## src/rtl/col_acc_pkg.sv

```systemverilog
// ---------------------------------------------------------------
// col_acc_pkg : shared sizes and state type for col_acc256 - rev 1.0
// ---------------------------------------------------------------
`default_nettype none

package col_acc_pkg;

  localparam int NCOL  = 256;
  localparam int COL_W = 10;
  localparam int CNT_W = $clog2(NCOL);
  localparam int RES_W = NCOL + COL_W;

  typedef enum logic [0:0] {
    ACC  = 1'b0,
    HOLD = 1'b1
  } acc_state_t;

endpackage

`default_nettype wire

```

## src/rtl/col_acc_step.sv

```systemverilog
// ---------------------------------------------------------------
// col_acc_step : one column fold, {carry, col} -> {bit, next carry} - rev 1.0
// ---------------------------------------------------------------
`default_nettype none

module col_acc_step
  import col_acc_pkg::*;
(
  input  logic [COL_W-1:0] carry,
  input  logic [COL_W-1:0] col,
  output logic             res_bit,
  output logic [COL_W-1:0] next_carry
);

  // carry <= 1023 and col <= 1023 keep the sum <= 2046, so the shifted
  // carry always fits back into COL_W bits.
  logic [COL_W:0] sum;

  always_comb begin
    sum        = {1'b0, carry} + {1'b0, col};
    res_bit    = sum[0];
    next_carry = sum[COL_W:1];
  end

endmodule

`default_nettype wire

```

## src/rtl/col_acc256.sv

```systemverilog
// ---------------------------------------------------------------
// col_acc256 : folds 256 column weights (LSB first) into a 266-bit integer
// Optional feature: COL_ACC_ABORT_EN adds an 'abort' input - rev 1.0
// ---------------------------------------------------------------
`default_nettype none

module col_acc256
  import col_acc_pkg::*;
(
  input  logic             clk,
  input  logic             rst,
`ifdef COL_ACC_ABORT_EN
  input  logic             abort,
`endif
  input  logic             in_valid,
  output logic             in_ready,
  input  logic [COL_W-1:0] col_in,
  output logic             res_valid,
  input  logic             res_ready,
  output logic [RES_W-1:0] res,
  output logic             busy
);

  acc_state_t       state, state_nxt;
  logic [CNT_W-1:0] cnt;
  logic [COL_W-1:0] carry;
  logic [NCOL-1:0]  bits;

  logic             step_bit;
  logic [COL_W-1:0] step_carry;
  logic [NCOL-1:0]  bits_shifted;

  logic             abort_req;
  logic             accept;
  logic             last;
  logic             clear;

`ifdef COL_ACC_ABORT_EN
  assign abort_req = abort;
`else
  assign abort_req = 1'b0;
`endif

  col_acc_step u_step (
    .carry      (carry),
    .col        (col_in),
    .res_bit    (step_bit),
    .next_carry (step_carry)
  );

  assign bits_shifted = {step_bit, bits[NCOL-1:1]};

  always_comb begin
    state_nxt = state;
    accept    = 1'b0;
    last      = 1'b0;
    clear     = 1'b0;
    case (state)
      ACC: begin
        if (abort_req) begin
          clear = 1'b1;
        end else if (in_valid) begin
          accept = 1'b1;
          if (cnt == CNT_W'(NCOL - 1)) begin
            last      = 1'b1;
            state_nxt = HOLD;
          end
        end
      end
      HOLD: begin
        if (res_ready) begin
          clear     = 1'b1;
          state_nxt = ACC;
        end
      end
      default: state_nxt = ACC;
    endcase
  end

  always_ff @(posedge clk) begin
    if (rst) begin
      state <= ACC;
      cnt   <= '0;
      carry <= '0;
      bits  <= '0;
      res   <= '0;
    end else begin
      state <= state_nxt;
      if (clear) begin
        cnt   <= '0;
        carry <= '0;
        bits  <= '0;
      end else if (accept) begin
        bits  <= bits_shifted;
        carry <= step_carry;
        cnt   <= last ? '0 : cnt + 1'b1;
        // The final carry is the top of the result; no flush column needed.
        if (last) begin
          res <= {step_carry, bits_shifted};
        end
      end
    end
  end

  assign in_ready  = (state == ACC);
  assign res_valid = (state == HOLD);
  assign busy      = (state == ACC) && (cnt != '0);

endmodule

`default_nettype wire

```

## config.mk

```make
export PLATFORM = sky130hd
export DESIGN_NAME = col_acc256
export DESIGN_NICKNAME = d
export VERILOG_FILES = /design/src/rtl/col_acc_pkg.sv /design/src/rtl/col_acc_step.sv /design/src/rtl/col_acc256.sv
export SDC_FILE = /design/constraint.sdc
export NUM_CORES = 1
export LEC_CHECK = 0
export ABC_AREA = 1
export BUFFER_PORTS_ARGS = -buffer_cell sky130_fd_sc_hd__buf_2
export CAP_MARGIN = 5
export CORE_MARGIN = 2
export CORE_UTILIZATION = 52
export DETAILED_ROUTE_END_ITERATION = 12
export GPL_TIMING_DRIVEN = 0
export PLACE_DENSITY = 0.87
export SYNTH_ARGS = -nofsm -noshare
export SYNTH_HDL_FRONTEND = slang
export SYNTH_HIERARCHICAL = 1
export SYNTH_SLANG_ARGS = --single-unit
```

## constraint.sdc

```tcl
create_clock -name clk -period 1.9 [get_ports clk]
set_clock_uncertainty 0.2 [all_clocks]
set_input_delay 0 -clock clk [delete_from_list [all_inputs] [get_ports clk]]
set_output_delay 0 -clock clk [all_outputs]
set_load 0.02 [all_outputs]
```

==> run metrics, run 1 <==
R2R Setup Slk=-0.04 ns; power share of the sequential group=49.5%; dominant cells by area after synthesis=sky130_fd_sc_hd__dfxtp_1, sky130_fd_sc_hd__a21oi_1, sky130_fd_sc_hd__nand2_1, sky130_fd_sc_hd__o21ai_0, sky130_fd_sc_hd__nand3_1; total overflow reported by the global router=0; setup violators final=16; number of pins with negative max-slew slack in the final report=0; number of design rule violations left after detail routing=0; worst reg-to-reg path cell count=11; clock slew seen by the registers of the worst setup and hold paths=0.06 ns; part of the power in combinational logic=6.7%; Avg WL per Cell=16.0 um; Port-buffer cells=282; Unique masters post-synth=31; share of power burned in the clock network=43.8%; Die W=205 um; Required @ worst endpoint=2.23 ns; Cell Area, Synth=21000 um2; slew at the pin closest to its max-slew limit=0.744 ns; full die area=42100 um2; proportion of synthesized flip-flops having asynchronous set or reset=0%; routed vias/inst=5.33; data arrival time of the critical path=2.27 ns; total CTS buffers=53; filler cell count in the final layout=3325; endpoint of the worst register-to-register path=res[265]$_SDFFE_PP0P_; syn avg cell area=7.67 um2; wire length of the first global-routing pass=91300 um; type of the worst setup path=reg2reg; final cycle utilization of the critical path=102%; n_diodes=0; area leader, netlist=sky130_fd_sc_hd__dfxtp_1; Worst Path Max Fanout=3; Final GP Congestion=0.858; RSZ-0062 raised after global routing=true; outcome=finished, violations left; hold violation total from the final report=0; CP Capture Type=register; number of instances in the placed design=3551; vias=19600; number of standard cells after synthesis=2744; #FFs+latches synth=540; final setup slack of the worst path=-0.0429 ns; Syn. warnings=6; crit start category=register; Post-layout nets=3133; initial antenna violation count=0; fraction of power spent switching nets=23.7%; Post-Synthesis Net Count=2771; areal power density over the cells=930 nW/um2; area occupied by multi-input gates=8370 um2; number of placement rows=73; share of the synthesized area in the top cell type=51.4%; vias in the first global route=18000; count of placed standard cells in the final layout, fillers left out=3673; commonest cells after routing, fill and taps aside=sky130_fd_sc_hd__dfxtp_1, sky130_fd_sc_hd__a21oi_1, sky130_fd_sc_hd__nand2_1, sky130_fd_sc_hd__buf_2, sky130_fd_sc_hd__nor2_1; DRT antenna net count=0; count of TritonRoute iterations in the first routing pass=7; Min Clock Period, post-route=1.94 ns; final sum of negative setup slack=-0.209 ns; Max H-tree Level=2; DP Area=23100 um2; number of I/O pins=283; hold path startpoint=res_ready; clock insertion delay at the later pin of the skew report=0.61 ns; overall power of the completed layout=24.0 mW; maximum clock frequency=515 MHz; total clock sinks=540; drt initial violations=1535; Final HPWL DP=38700 um; flip-flop cell with the highest count after synthesis=sky130_fd_sc_hd__dfxtp_1; portion of the post-synthesis area used by sequential elements=51.4%; largest net degree at the start of global routing=15; Switch Pwr=5.70 mW; internal power of the cells=18.3 mW; Vert. Die Dim=205 um; Synth-to-Final Area Change=22.7%; register area=10800 um2; number of instances on the worst hold path=4; count of flip-flops with a built-in enable after synthesis=0; failing checks=setup timing; fin area=25800 um2; Root Buffer=sky130_fd_sc_hd__clkbuf_16; effective utilization at floorplan=52.8%; VDD IR-drop max=0.000773 V; hold endpoint=res_valid$_SDFF_PP0_; maximum root-to-sink buffer count=3; core box area=39800 um2; proportion of layout cells with a drive suffix above 1=19.0%; Critical R2R Launch=carry[0]$_SDFFE_PP0N_; HP Class=in2reg; maximum capacitance violations=0; most common cell after layout, fill and taps aside=sky130_fd_sc_hd__dfxtp_1; clock tree from TritonCTS=yes; global-route usage over all layers=26.8%; wire length after detailed routing=58700 um; leakage power of the design=11.2 nW; Max transition margin=50.4%
-- how the worst max path moves through the flow --
stage / startpoint / to / slack [ns] / cells after the start
2_1_floorplan: carry[0]$_SDFFE_PP0N_ / res[263]$_SDFFE_PP0P_ / 0.04 / 11
3_3_place_gp: res_valid$_SDFF_PP0_ / carry[9]$_SDFFE_PP0N_ / -0.27 / 4
4_1_cts: carry[0]$_SDFFE_PP0N_ / res[265]$_SDFFE_PP0P_ / -0.02 / 11
3_5_place_dp: res_valid$_SDFF_PP0_ / carry[2]$_SDFFE_PP0N_ / -0.34 / 3
6_report: carry[0]$_SDFFE_PP0N_ / res[265]$_SDFFE_PP0P_ / -0.04 / 11
5_1_grt: carry[0]$_SDFFE_PP0N_ / carry[3]$_SDFFE_PP0N_ / -0.17 / 8
-- Yosys cell counts, types with 4 or more instances --
master                     number
sky130_fd_sc_hd__ha_1          12
sky130_fd_sc_hd__buf_6          4
sky130_fd_sc_hd__a21oi_1      532
sky130_fd_sc_hd__o21ai_0      250
sky130_fd_sc_hd__nand3_1      227
sky130_fd_sc_hd__a211oi_1       7
sky130_fd_sc_hd__xor2_1         4
sky130_fd_sc_hd__nor2_1       289
sky130_fd_sc_hd__nand2_1      338
sky130_fd_sc_hd__buf_2        101
sky130_fd_sc_hd__buf_4         33
sky130_fd_sc_hd__inv_1        237
sky130_fd_sc_hd__buf_1          5
sky130_fd_sc_hd__dfxtp_1      540
sky130_fd_sc_hd__nand3b_1      55
sky130_fd_sc_hd__clkbuf_1      90
-- flip-flops by register name, indices dropped and copies added, names as in the netlist --
| name | flops |
|---|---|
| bits | 255 |
| carry | 10 |
| res_valid | 1 |
| cnt | 8 |
| res | 266 |
-- worst max-delay path, stage by stage (launching register included) --
cell	delay [ns]
sky130_fd_sc_hd__dfxtp_2	0.35
sky130_fd_sc_hd__ha_4	0.13
sky130_fd_sc_hd__inv_2	0.03
sky130_fd_sc_hd__fa_2	0.38
sky130_fd_sc_hd__o21ai_4	0.22
sky130_fd_sc_hd__nand2_2	0.09
sky130_fd_sc_hd__nand2_2	0.09
sky130_fd_sc_hd__nand2_2	0.05
sky130_fd_sc_hd__nand2_2	0.08
sky130_fd_sc_hd__nand3b_1	0.11
sky130_fd_sc_hd__nand2_1	0.05
sky130_fd_sc_hd__nor2_1	0.09
-- cell families after synthesis --
logic type | after synthesis | synth area share (%)
AOI/OAI and AO/OA | 796 | 19.1
xor gates and xnor gates | 5 | 0.208
adders and majority gates | 13 | 0.809
buffers and inverters | 474 | 9.79
DFF | 540 | 51.4
and+or+nand+nor | 916 | 18.7
-- power groups by stage --
stage | clock (mW) | combinational (mW) | sequential [mW]
2_1_floorplan | 0 | 1.07 | 12.1
3_3_place_gp | 0 | 1.40 | 12.1
3_5_place_dp | 0 | 1.44 | 12.1
4_1_cts | 10.6 | 1.51 | 11.9
5_1_grt | 11.1 | 1.82 | 11.9
6_report | 10.5 | 1.62 | 11.9
-- routing by layer --
layer,vias up,routed length [um],track usage [%]
met5,-,0,0
met4,0,2000,10.3
met1,9039,25100,35.4
li1,9736,-,-
met3,125,4190,4.13
met2,682,27500,44.2
-- what timing repair did --
action / in CTS / in global routing
endpoints found under the setup margin: 513 / 415
gates cloned: 1 / 3
pin swaps: 8 / 11
endpoints found under the hold margin: 199 / 0
buffers inserted: 8 / 2
resized for setup: 90 / 171
hold buffers: 14 / 0
-- area by class of cell --
type / count / area share [%]
Inverter: 240 / 3.49
Timing Repair Buffer: 309 / 6.67
Buffer: 232 / 6.16
Sequential cell: 540 / 41.9
Multi-Input combinational cell: 1730 / 32.4
Tap cell: 525 / 2.54
Clock inverter: 13 / 0.572
Clock buffer: 84 / 6.21
-- per-stage QoR --
step | utilization, % | hold WS (ns) | setup slack [ns]
3_3_place_gp | 58.0 | -0.00571 | -0.275
4_1_cts | 63.6 | 0.0256 | -0.0236
3_5_place_dp | 58.0 | 0.0124 | -0.345
5_1_grt | 64.8 | 0.0678 | -0.172
2_1_floorplan | - | -0.131 | 0.0434
6_report | 64.8 | 0.0810 | -0.0429
Note: power is estimated with default switching activity, not from simulation.
==> inputs of run 2 (changes only) <==
Settings changed: RECOVER_POWER set to 100.
==> run 2 against run 1 <==
Net effect:
- the flow still finishes with violations (setup timing)
- final cell count about the same
- sequential cell count unchanged
- clock power about the same
- fmax decreased by 1.6%
- non-clock buffer count unchanged
- first-iteration DRC count decreased by 3.9%
- via count about the same
- clock-buffer cell count unchanged
- worst hold slack got worse by 0.0048 ns
- combinational power about the same
- critical endpoint is now res[229]$_SDFFE_PP0P_
==> run metrics, run 2 (synthesis results as in run 1) <==
failing checks=setup timing; Post-layout nets=3133; outcome=finished, violations left; vias=19600; routed vias/inst=5.33; largest registers=res (266), bits (255), carry (10); DR WL met3=4120 um; VDD IR-drop max=0.000769 V; wire length after detailed routing=58800 um; most common cell after layout, fill and taps aside=sky130_fd_sc_hd__dfxtp_1; maximum root-to-sink buffer count=3; hold endpoint=res_valid$_SDFF_PP0_; hold path startpoint=res_ready; Final GP Congestion=0.858; Die W=205 um; Min Clock Period, post-route=1.97 ns; final sum of negative setup slack=-2.55 ns; wire length of the first global-routing pass=91300 um; effective utilization at floorplan=52.8%; final setup slack of the worst path=-0.0743 ns; register area=10800 um2; number of I/O pins=283; Biggest register=res; type of the worst setup path=reg2reg; number of placement rows=73; total clock sinks=540; areal power density over the cells=944 nW/um2; initial antenna violation count=0; Required @ worst endpoint=2.22 ns; commonest cells after routing, fill and taps aside=sky130_fd_sc_hd__dfxtp_1, sky130_fd_sc_hd__a21oi_1, sky130_fd_sc_hd__clkbuf_1, sky130_fd_sc_hd__nand2_1, sky130_fd_sc_hd__nor2_1; core box area=39800 um2; endpoint of the worst register-to-register path=res[229]$_SDFFE_PP0P_; slew at the pin closest to its max-slew limit=0.753 ns; number of pins with negative max-slew slack in the final report=0; Met1 Wirelength=25100 um; R2R Setup Slk=-0.07 ns; total CTS buffers=53; Final HPWL DP=38700 um; total overflow reported by the global router=0; data arrival time of the critical path=2.29 ns; worst reg-to-reg path cell count=8; Vert. Die Dim=205 um; setup violators final=140; Avg WL per Cell=16.0 um; final cycle utilization of the critical path=104%; RSZ-0062 raised after global routing=true; drt initial violations=1475; Port-buffer cells=282; count of TritonRoute iterations in the first routing pass=6; CP Capture Type=register; Max transition margin=49.8%; count of placed standard cells in the final layout, fillers left out=3674; flip-flop count of the largest register, all copies and words added=266; worst slack on hold paths=0.0762 ns; highest routed layer=met4; Critical R2R Launch=cnt[0]$_SDFFE_PP0N_; proportion of layout cells with a drive suffix above 1=10.4%; filler cell count in the final layout=3462; clock insertion delay at the later pin of the skew report=0.62 ns; area occupied by multi-input gates=8350 um2; HP Class=in2reg; largest net degree at the start of global routing=15; Root Buffer=sky130_fd_sc_hd__clkbuf_16; Max H-tree Level=2; full die area=42100 um2; maximum capacitance violations=0; clock slew seen by the registers of the worst setup and hold paths=0.07 ns; leakage power of the design=9.99 nW; number of instances on the worst hold path=4; DRT antenna net count=0; overall power of the completed layout=24.0 mW; routed length on met2=27500 um; clock tree from TritonCTS=yes; hold violation total from the final report=0; vias in the first global route=18000; Synth-to-Final Area Change=20.7%; Worst Path Max Fanout=10; worst setup slack before clock tree synthesis=-0.345 ns; number of design rule violations left after detail routing=0; maximum clock frequency=507 MHz; number of instances in the placed design=3551; global-route usage over all layers=26.8%; crit start category=register
## run 2: cell types whose count changed in the layout (fill, tap and decap cells not counted), sizes merged
cell | before | now
clkbuf | 195 | 475
diode | 0 | 1
buf | 416 | 136
## run 2: how the worst max path moves through the flow
stage                            end  slack [ns]                  start  cells past startpoint
6_report       res[229]$_SDFFE_PP0P_       -0.07    cnt[0]$_SDFFE_PP0N_                      8
3_3_place_gp   carry[9]$_SDFFE_PP0N_       -0.27   res_valid$_SDFF_PP0_                      4
2_1_floorplan  res[263]$_SDFFE_PP0P_        0.04  carry[0]$_SDFFE_PP0N_                     11
5_1_grt        carry[3]$_SDFFE_PP0N_       -0.17  carry[0]$_SDFFE_PP0N_                      8
3_5_place_dp   carry[2]$_SDFFE_PP0N_       -0.34   res_valid$_SDFF_PP0_                      3
4_1_cts        res[265]$_SDFFE_PP0P_       -0.02  carry[0]$_SDFFE_PP0N_                     11
## run 2: stage by stage
stage	util, %	cell area (um2)
after floorplan	-	21000
after global placement	58.0	23100
after detailed placement	58.0	23100
after CTS	63.6	25300
after global routing	63.8	25400
final	63.8	25400
## run 2: area by class of cell
cell class | instances | share of cell area, %
flip-flops and latches | 540 | 42.6
multi-input cells | 1730 | 32.9
clock buffers | 84 | 6.31
plain buffers | 232 | 6.16
repair buffers | 309 | 5.34
inverters | 240 | 3.55
well taps | 525 | 2.59
clock inverters | 13 | 0.581
diodes | 1 | 0.00985
## run 2: metal layers
| layer | vias up | GRT usage, % |
|---|---|---|
| met1 | 9020 | 35.4 |
| met2 | 701 | 44.2 |
| li1 | 9744 | - |
| met4 | 0 | 10.3 |
| met3 | 132 | 4.13 |
| met5 | - | 0 |
## run 2: timing repair
item                                    4_1_cts  5_1_grt
gates cloned                                  1        3
pin swaps                                     8       11
buffers inserted                              8        2
gates resized for setup                      90      171
hold buffers                                 14        0
endpoints found under the hold margin       199        0
endpoints found under the setup margin      513      415
## run 2: critical path: stages, from the launching register on
cell	delay (ns)
sky130_fd_sc_hd__dfxtp_2	0.36
sky130_fd_sc_hd__ha_2	0.19
sky130_fd_sc_hd__nand3_1	0.09
sky130_fd_sc_hd__nor2_2	0.20
sky130_fd_sc_hd__buf_4	0.27
sky130_fd_sc_hd__buf_12	0.18
sky130_fd_sc_hd__buf_6	0.14
sky130_fd_sc_hd__a21oi_1	0.09
sky130_fd_sc_hd__nor2_1	0.14
## run 2: report_power, final
part	leakage, nW	switching (mW)	internal, mW	total (mW)
Clock	0.860	4.44	6.05	10.5
Combinational	4.72	1.06	0.554	1.61
Sequential	4.41	0.188	11.7	11.9
